`config.mk`:
```
export PLATFORM = sky130hd
export DESIGN_NAME = mem_capture_ctrl
export DESIGN_NICKNAME = d
export VERILOG_FILES = /design/src/rtl/mem_capture_ctrl.sv
export SDC_FILE = /design/constraint.sdc
export NUM_CORES = 2
export LEC_CHECK = 0
export BUFFER_PORTS_ARGS = -buffer_cell sky130_fd_sc_hd__buf_4
export CORE_AREA = 2 2 324 326
export CTS_BUF_LIST = sky130_fd_sc_hd__clkbuf_16
export DETAILED_ROUTE_END_ITERATION = 12
export DIE_AREA = 0 0 326 328
export PLACE_DENSITY = 0.61
export SLEW_MARGIN = 20
export SYNTH_ARGS = -nofsm -noshare
export SYNTH_HDL_FRONTEND = slang
export SYNTH_SLANG_ARGS = --single-unit
```
`constraint.sdc`:
```
create_clock -name clk -period 2.77 [get_ports clk]
set_input_delay 0.554 -clock clk [delete_from_list [all_inputs] [get_ports clk]]
set_output_delay 0.554 -clock clk [all_outputs]
set_load 0.1 [all_outputs]
```
`src/rtl/mem_capture_ctrl.sv`:
```
// mem_capture_ctrl: unpacks FIFO words into sample-memory writes until DEPTH samples are captured (optional trigger gate: CAPTURE_TRIG_EN)
module mem_capture_ctrl #(
  parameter int SAMPLE_W = 24,
  parameter int LANES    = 32,
  parameter int DEPTH    = 3750,
  parameter int ADDR_W   = 12
) (
  input  logic                      clk,
  input  logic                      reset,
  input  logic                      start,
  input  logic                      abort,
  input  logic [SAMPLE_W*LANES-1:0] fifo_data,
  input  logic [5:0]                num_samples,
  input  logic                      fifo_valid,
  output logic                      fifo_ready,
  output logic                      mem_we,
  output logic [ADDR_W-1:0]         mem_addr,
  output logic [SAMPLE_W-1:0]       mem_wdata,
  output logic                      busy,
  output logic                      acquired,
`ifdef CAPTURE_TRIG_EN
  input  logic [SAMPLE_W-1:0]       trig_level,
  output logic                      triggered,
`endif
  output logic [ADDR_W-1:0]         wr_count
);
  localparam int LANE_W = $clog2(LANES);
  localparam logic [5:0] LANES_N = 6'(LANES);
  localparam logic [ADDR_W-1:0] LAST_ADDR = ADDR_W'(DEPTH - 1);
  typedef enum logic [1:0] {IDLE, WAIT_WORD, UNPACK, DONE} state_t;
  state_t state_q, state_d;
  logic [SAMPLE_W*LANES-1:0] word_q, word_d;
  logic [5:0] n_q, n_d, n_in;
  logic [LANE_W-1:0] lane_q, lane_d;
  logic [ADDR_W-1:0] wr_q, wr_d, wr_inc;
  logic [SAMPLE_W-1:0] lane_data [LANES];
  logic [SAMPLE_W-1:0] sample;
  logic hit, we, last_lane;
`ifdef CAPTURE_TRIG_EN
  logic trig_q, trig_d;
  assign hit = trig_q || ($signed(sample) >= $signed(trig_level));
  assign triggered = trig_q;
`else
  assign hit = 1'b1;
`endif
  for (genvar k = 0; k < LANES; k++) begin : g_lane
    assign lane_data[k] = word_q[SAMPLE_W*(LANES-k)-1 -: SAMPLE_W];
  end
  assign sample     = lane_data[lane_q];
  assign n_in       = (num_samples > LANES_N) ? LANES_N : num_samples;
  assign we         = (state_q == UNPACK) && hit;
  assign wr_inc     = wr_q + ADDR_W'(1);
  assign last_lane  = (6'(lane_q) + 6'd1) == n_q;
  assign fifo_ready = state_q == WAIT_WORD;
  assign busy       = (state_q == WAIT_WORD) || (state_q == UNPACK);
  assign acquired   = state_q == DONE;
  assign mem_we     = we;
  assign mem_addr   = wr_q;
  assign mem_wdata  = sample;
  assign wr_count   = wr_q;
  // state, word buffer and pointers
  always_ff @(posedge clk) begin
    if (!reset) begin
      state_q <= IDLE;
      word_q  <= '0;
      n_q     <= '0;
      lane_q  <= '0;
      wr_q    <= '0;
`ifdef CAPTURE_TRIG_EN
      trig_q  <= 1'b0;
`endif
    end else begin
      state_q <= state_d;
      word_q  <= word_d;
      n_q     <= n_d;
      lane_q  <= lane_d;
      wr_q    <= wr_d;
`ifdef CAPTURE_TRIG_EN
      trig_q  <= trig_d;
`endif
    end
  end
  // next state; a write in progress is still counted when abort lands on it
  always_comb begin
    state_d = state_q;
    word_d  = word_q;
    n_d     = n_q;
    lane_d  = lane_q;
    wr_d    = we ? wr_inc : wr_q;
`ifdef CAPTURE_TRIG_EN
    trig_d  = trig_q;
`endif
    if (abort) begin
      state_d = IDLE;
`ifdef CAPTURE_TRIG_EN
      trig_d  = 1'b0;
`endif
    end else begin
      case (state_q)
        IDLE, DONE: if (start) begin
          state_d = WAIT_WORD;
          wr_d    = '0;
          lane_d  = '0;
`ifdef CAPTURE_TRIG_EN
          trig_d  = 1'b0;
`endif
        end
        WAIT_WORD: if (fifo_valid) begin
          word_d  = fifo_data;
          n_d     = n_in;
          lane_d  = '0;
          state_d = (n_in == 6'd0) ? WAIT_WORD : UNPACK;
        end
        UNPACK: begin
          lane_d  = lane_q + 1'b1;
`ifdef CAPTURE_TRIG_EN
          trig_d  = hit;
`endif
          state_d = (we && wr_q == LAST_ADDR) ? DONE : last_lane ? WAIT_WORD : UNPACK;
        end
        default: state_d = IDLE;
      endcase
    end
  end
endmodule
```
# Word level (Yosys, flattened, before mapping)
# Cells that the tools add are included.
# totals
input_bits	779
mem_bits_rw	0
romBits	0
regBits	793
mem_count	0
out_inout_bits	52
latch_bits	0
word_cells	46
# classes
eq_ne	7
mul	0
shifts	0
reduce_logical	9
mux	17
n_div	0
bitwise_logic	3
add_sub_neg	3
n_lt_le_gt_ge	2
# ops
operator	count
binary-select mux 24 bit (select 5 bit)	1
two-way mux 12 bit	4
two-way mux 24 bit	2
case mux 5 bit (3 select lines)	1
adder 12 x 1 -> 12 bit (second input constant)	1
== test 12 bit (second input constant)	1
two-way mux 2 bit	5
two-way mux 5 bit	2
adder 5 x 1 -> 6 bit (second input constant)	1
== test 6 bit	1
greater-or-equal comparator 6 bit (second input constant)	1
greater-than comparator 6 bit (second input constant)	1
logical NOT 6 bit	1
two-way mux 6 bit	1
NOT 5 -> 6 bit	1
case mux 2 bit (3 select lines)	1
AND reduction 3 bit	2
adder 5 x 1 -> 5 bit (second input constant)	1
== test 2 bit (second input constant)	2
inequality test 2 bit (second input constant)	2
OR reduction 2 bit	2
== test 2 x 1 -> 1 bit (second input constant)	1
logical NOT 2 bit	1
NOT 1 bit	2
3 further kinds	3

# Depth between registers and ports, before layout
# logic_depth
word_depth	6
ltp_mapped	9
depth_no_buf	7

# Worst setup path before layout
# OpenSTA, ideal clock, no wires.
# synth_path
path_kind	reg-to-output
start	reg lane_q[0]
end	out mem_wdata[0]
n_path_buf	2
t_arrival_ns	2.458
stages_incl_launch_ff	6
path_slack_ns	-0.242
cell_sequence	dfxtp_1 > buf_6 > clkbuf_1 > mux4_2 > mux4_2 > mux2_2
# synth_via
elab_chain_cells	4
# synth_rtl
item	line	rtl
start, declared	34	logic [LANE_W-1:0] lane_q, lane_d;
start signal, assigned	76	lane_q <= lane_d;
NOT 5 -> 6 bit (not written as such)	49	assign sample = lane_data[lane_q];
binary-select mux 24 bit (select 5 bit)	49	
two-way mux 24 bit (not written as such) (2 in a row)	49	
end, declared	18	output logic [SAMPLE_W-1:0] mem_wdata,
# No other way between the ends. The select of a mux whose other input is x is not followed.

# Worst setup path after layout
# layout_path
start	reg lane_q[0]
end	out mem_wdata[11]
# The elaborated chain is that of the path after synthesis.

==> impl_results.md <==
- Outcome: complete, but fails checks
- Failing checks: setup timing
- Die ar.: 107000 um^2
- R2r setup slk: 0.56 ns
- Busiest grt layer: met1
- R2R depth: 8
- WL per Instance: 28.5 um
- Layout cells sized above 1: 0.292
- H-tree Lvls: 3
- Synthesized cell area: 35300 um^2
- Met3 GRT Util: 0.0811
- Final Hold Vio Count: 0
- Yosys warns: 0
- Post-synthesis register bit count: 793
- Post-DRT Antenna Nets: 0
- First-pass GRT wire length: 231000 um
- Clock tree from TritonCTS: built
- RSZ-0062 raised after global routing: true
- Ports: 831
- 1st-iter DRT viols: 3934
- Die Y-Extent: 328 um
- Number of distinct library cells after synthesis: 42
- Reg-to-Reg Start: state_q[1]$_SDFFE_PP0P_
- Cell Pwr Density: 549 nW/um^2
- Gpl congestion: 1.00
- Later-pin clock latency in the skew report: 0.66 ns
- Critical Path AT: 3.13 ns
- Post-synth top area share: 0.450
- Max Clk Rate: 271 MHz
- Initial Util: 0.342
- Worst Path Max Fanout: 14
- Core Area: 103000 um^2
- Syn Nets: 4614
- Worst Hold Path EP: lane_data[488]$_SDFFE_PN0P_
- Worst VDD drop: 0.393 mV
- WL final: 171000 um
- Normalized max-slew margin: 0.521
- Crit Path Class: flip-flop to primary output
- Final Max Slew Viols: 0
- DR DRC count: 0
- Fillers: 9988
- Commonest cells in the netlist: nand2_1 (1557), dfxtp_1 (793), a21boi_0 (777)
- Final period util: 1.33
- Clock Tree Buf Depth: 3
- Nets@finish: 5318
- Root buffer cell: clkbuf_16
- Port Buf Inserts: 830
- Clock Skew: 0.0239 ns
- Setup ws final: -0.913 ns
- Vias in the first global route: 30100
- Overflow left after global routing: 0
- Largest net degree at the start of global routing: 138
- Count leader, synth: nand2_1
- Final hold slack: 0.154 ns
- Startpoint Class: flip-flop
- Core Util, Final: 0.452
- Die width: 326 um
- Clock Sink Count: 793
- Register area: 15900 um^2
- Min cycle time layout: 3.68 ns
- Total CTS buffers: 87
- Number of enable flip-flop cells after synthesis: 0
- Grt met1 use: 0.443
- Dpl hpwl: 139000 um
- Worst setup EP type: primary output
- Met2 global-route usage: 0.434
- DR vias: 32000
- Syn Area/Cell: 9.21 um^2
- Area of the multi-input gates: 18100 um^2
- Row Count: 118
- Hold path start: fifo_data[488]
- Max-cap violations: 0
- Layout area overhead: 32.3%
- Fraction of registers with async set/reset: 0
- Leading area contributor after synthesis: dfxtp_1
- Drt first pass iters: 6
- FF-to-FF End: lane_data[130]$_SDFFE_PN0P_
- Top_reg_cell synth: dfxtp_1
- Gr usage total: 0.307
- Drt via density: 5.36
- Leakage: 16.7 nW
- Worst min path class: input port to flip-flop
- Worst path required time: 2.22 ns
- Initial antenna violation count: 16
- Synth area leaders: dfxtp_1 (45%), nand2_1 (17%), a21boi_0 (17%), mux4_2 (15%), clkbuf_1 (3.1%)
- Sequential share of the synthesized area: 0.450
- Hold Crit Depth: 3
- Actual slew at the worst max-slew pin: 0.718 ns
- Clk slew on worst S/H paths: 0.07 ns
- Post-Syn Instances: 3829
- Antenna diodes: 0
- Finish-stage setup viols: 24
==> registers in the layout (all words and copies together), names as in the netlist <==
| register | flops |
|---|---|
| lane_data | 768 |
| state_q | 2 |
| mem_addr | 12 |
| n_q | 6 |
| lane_q | 5 |
==> cell type report <==
class                      count  area share
clock buffer                  91      0.0488
multi-input combinational   2700       0.389
timing repair buffer         946       0.173
sequential                   793       0.340
tap                         1380      0.0370
clock inverter                61      0.0122
inverter                       5    0.000402
==> kinds of logic after synthesis <==
logic type,synth area share
simple gates,0.176
compound gates,0.170
flops,0.450
buf+inv,0.0385
mux,0.161
xor+xnor,0.00298
fa+ha+maj,0.00213
==> metrics by stage <==
| step | total power, mW | std cells | setup TNS [ns] | area [um^2] | setup WS (ns) |
|---|---|---|---|---|---|
| global route | 26.3 | 5976 | -21.38 | 46700 | -0.932 |
| finish | 25.6 | 5976 | -20.28 | 46700 | -0.913 |
| global placement | 13.9 | 5811 | -5.35 | 43400 | -0.293 |
| floorplan | 12.6 | 3829 | -0.0102 | 35400 | -0.00867 |
| detailed placement | 13.9 | 5811 | -6.07 | 43400 | -0.311 |
| CTS | 25.7 | 5970 | -21.21 | 46600 | -0.953 |
==> per-layer routing <==
metal  wire [um]  share of wire  up-vias
met1       74600           0.44    15700
li1            -              -    14300
met5           0              0        -
met2       70900           0.42     1734
met4        7280          0.043        0
met3       17800           0.10      238
==> power by group <==
| group | total, mW | internal [mW] | switching (mW) | leakage (nW) |
|---|---|---|---|---|
| logic | 1.96 | 1.08 | 0.878 | 8.80 |
| registers | 11.8 | 11.6 | 0.200 | 6.40 |
| clock network | 11.9 | 6.94 | 4.97 | 1.46 |
==> worst max-delay path: stages, from the launching register on <==
cell and delay, ns:
dfxtp_4 0.37, buf_12 0.18, buf_12 0.15, mux4_2 0.58, mux4_2 0.61, mux2_4 0.36, buf_12 0.18
==> what timing repair did <==
item / 4_1_cts / 5_1_grt
hold buffers: 0 / 0
setup buffers: 7 / 4
cloned: 0 / 2
setup endpoints to repair: 24 / 24
resized for setup: 67 / 8
endpoints found under the hold margin: 0 / 0
==> cell usage in the layout, fill, tap and decap left out, types with 16 or more instances in the layout <==
master,Yosys,final
clkbuf_16,0,93
clkinv_2,0,16
nand2_1,1557,1557
buf_12,0,67
buf_4,17,866
inv_1,5,19
a21boi_0,777,777
dfxtp_1,793,788
mux4_2,240,240
mux2_4,0,24
==> how the worst max path moves through the flow <==
stage | startpoint | end | slack (ns) | cells past startpoint
floorplan | lane_q[0]$_SDFFE_PN0P_ | mem_wdata[23] | -0.009 | 6
global placement | lane_q[0]$_SDFFE_PN0P_ | mem_wdata[11] | -0.29 | 6
global route | lane_q[0]$_SDFFE_PN0P_ | mem_wdata[16] | -0.93 | 6
detailed placement | lane_q[0]$_SDFFE_PN0P_ | mem_wdata[11] | -0.31 | 6
CTS | lane_q[0]$_SDFFE_PN0P_ | mem_wdata[13] | -0.95 | 6
finish | lane_q[0]$_SDFFE_PN0P_ | mem_wdata[11] | -0.91 | 6
No activity file was read; power rests on OpenSTA's default activity.
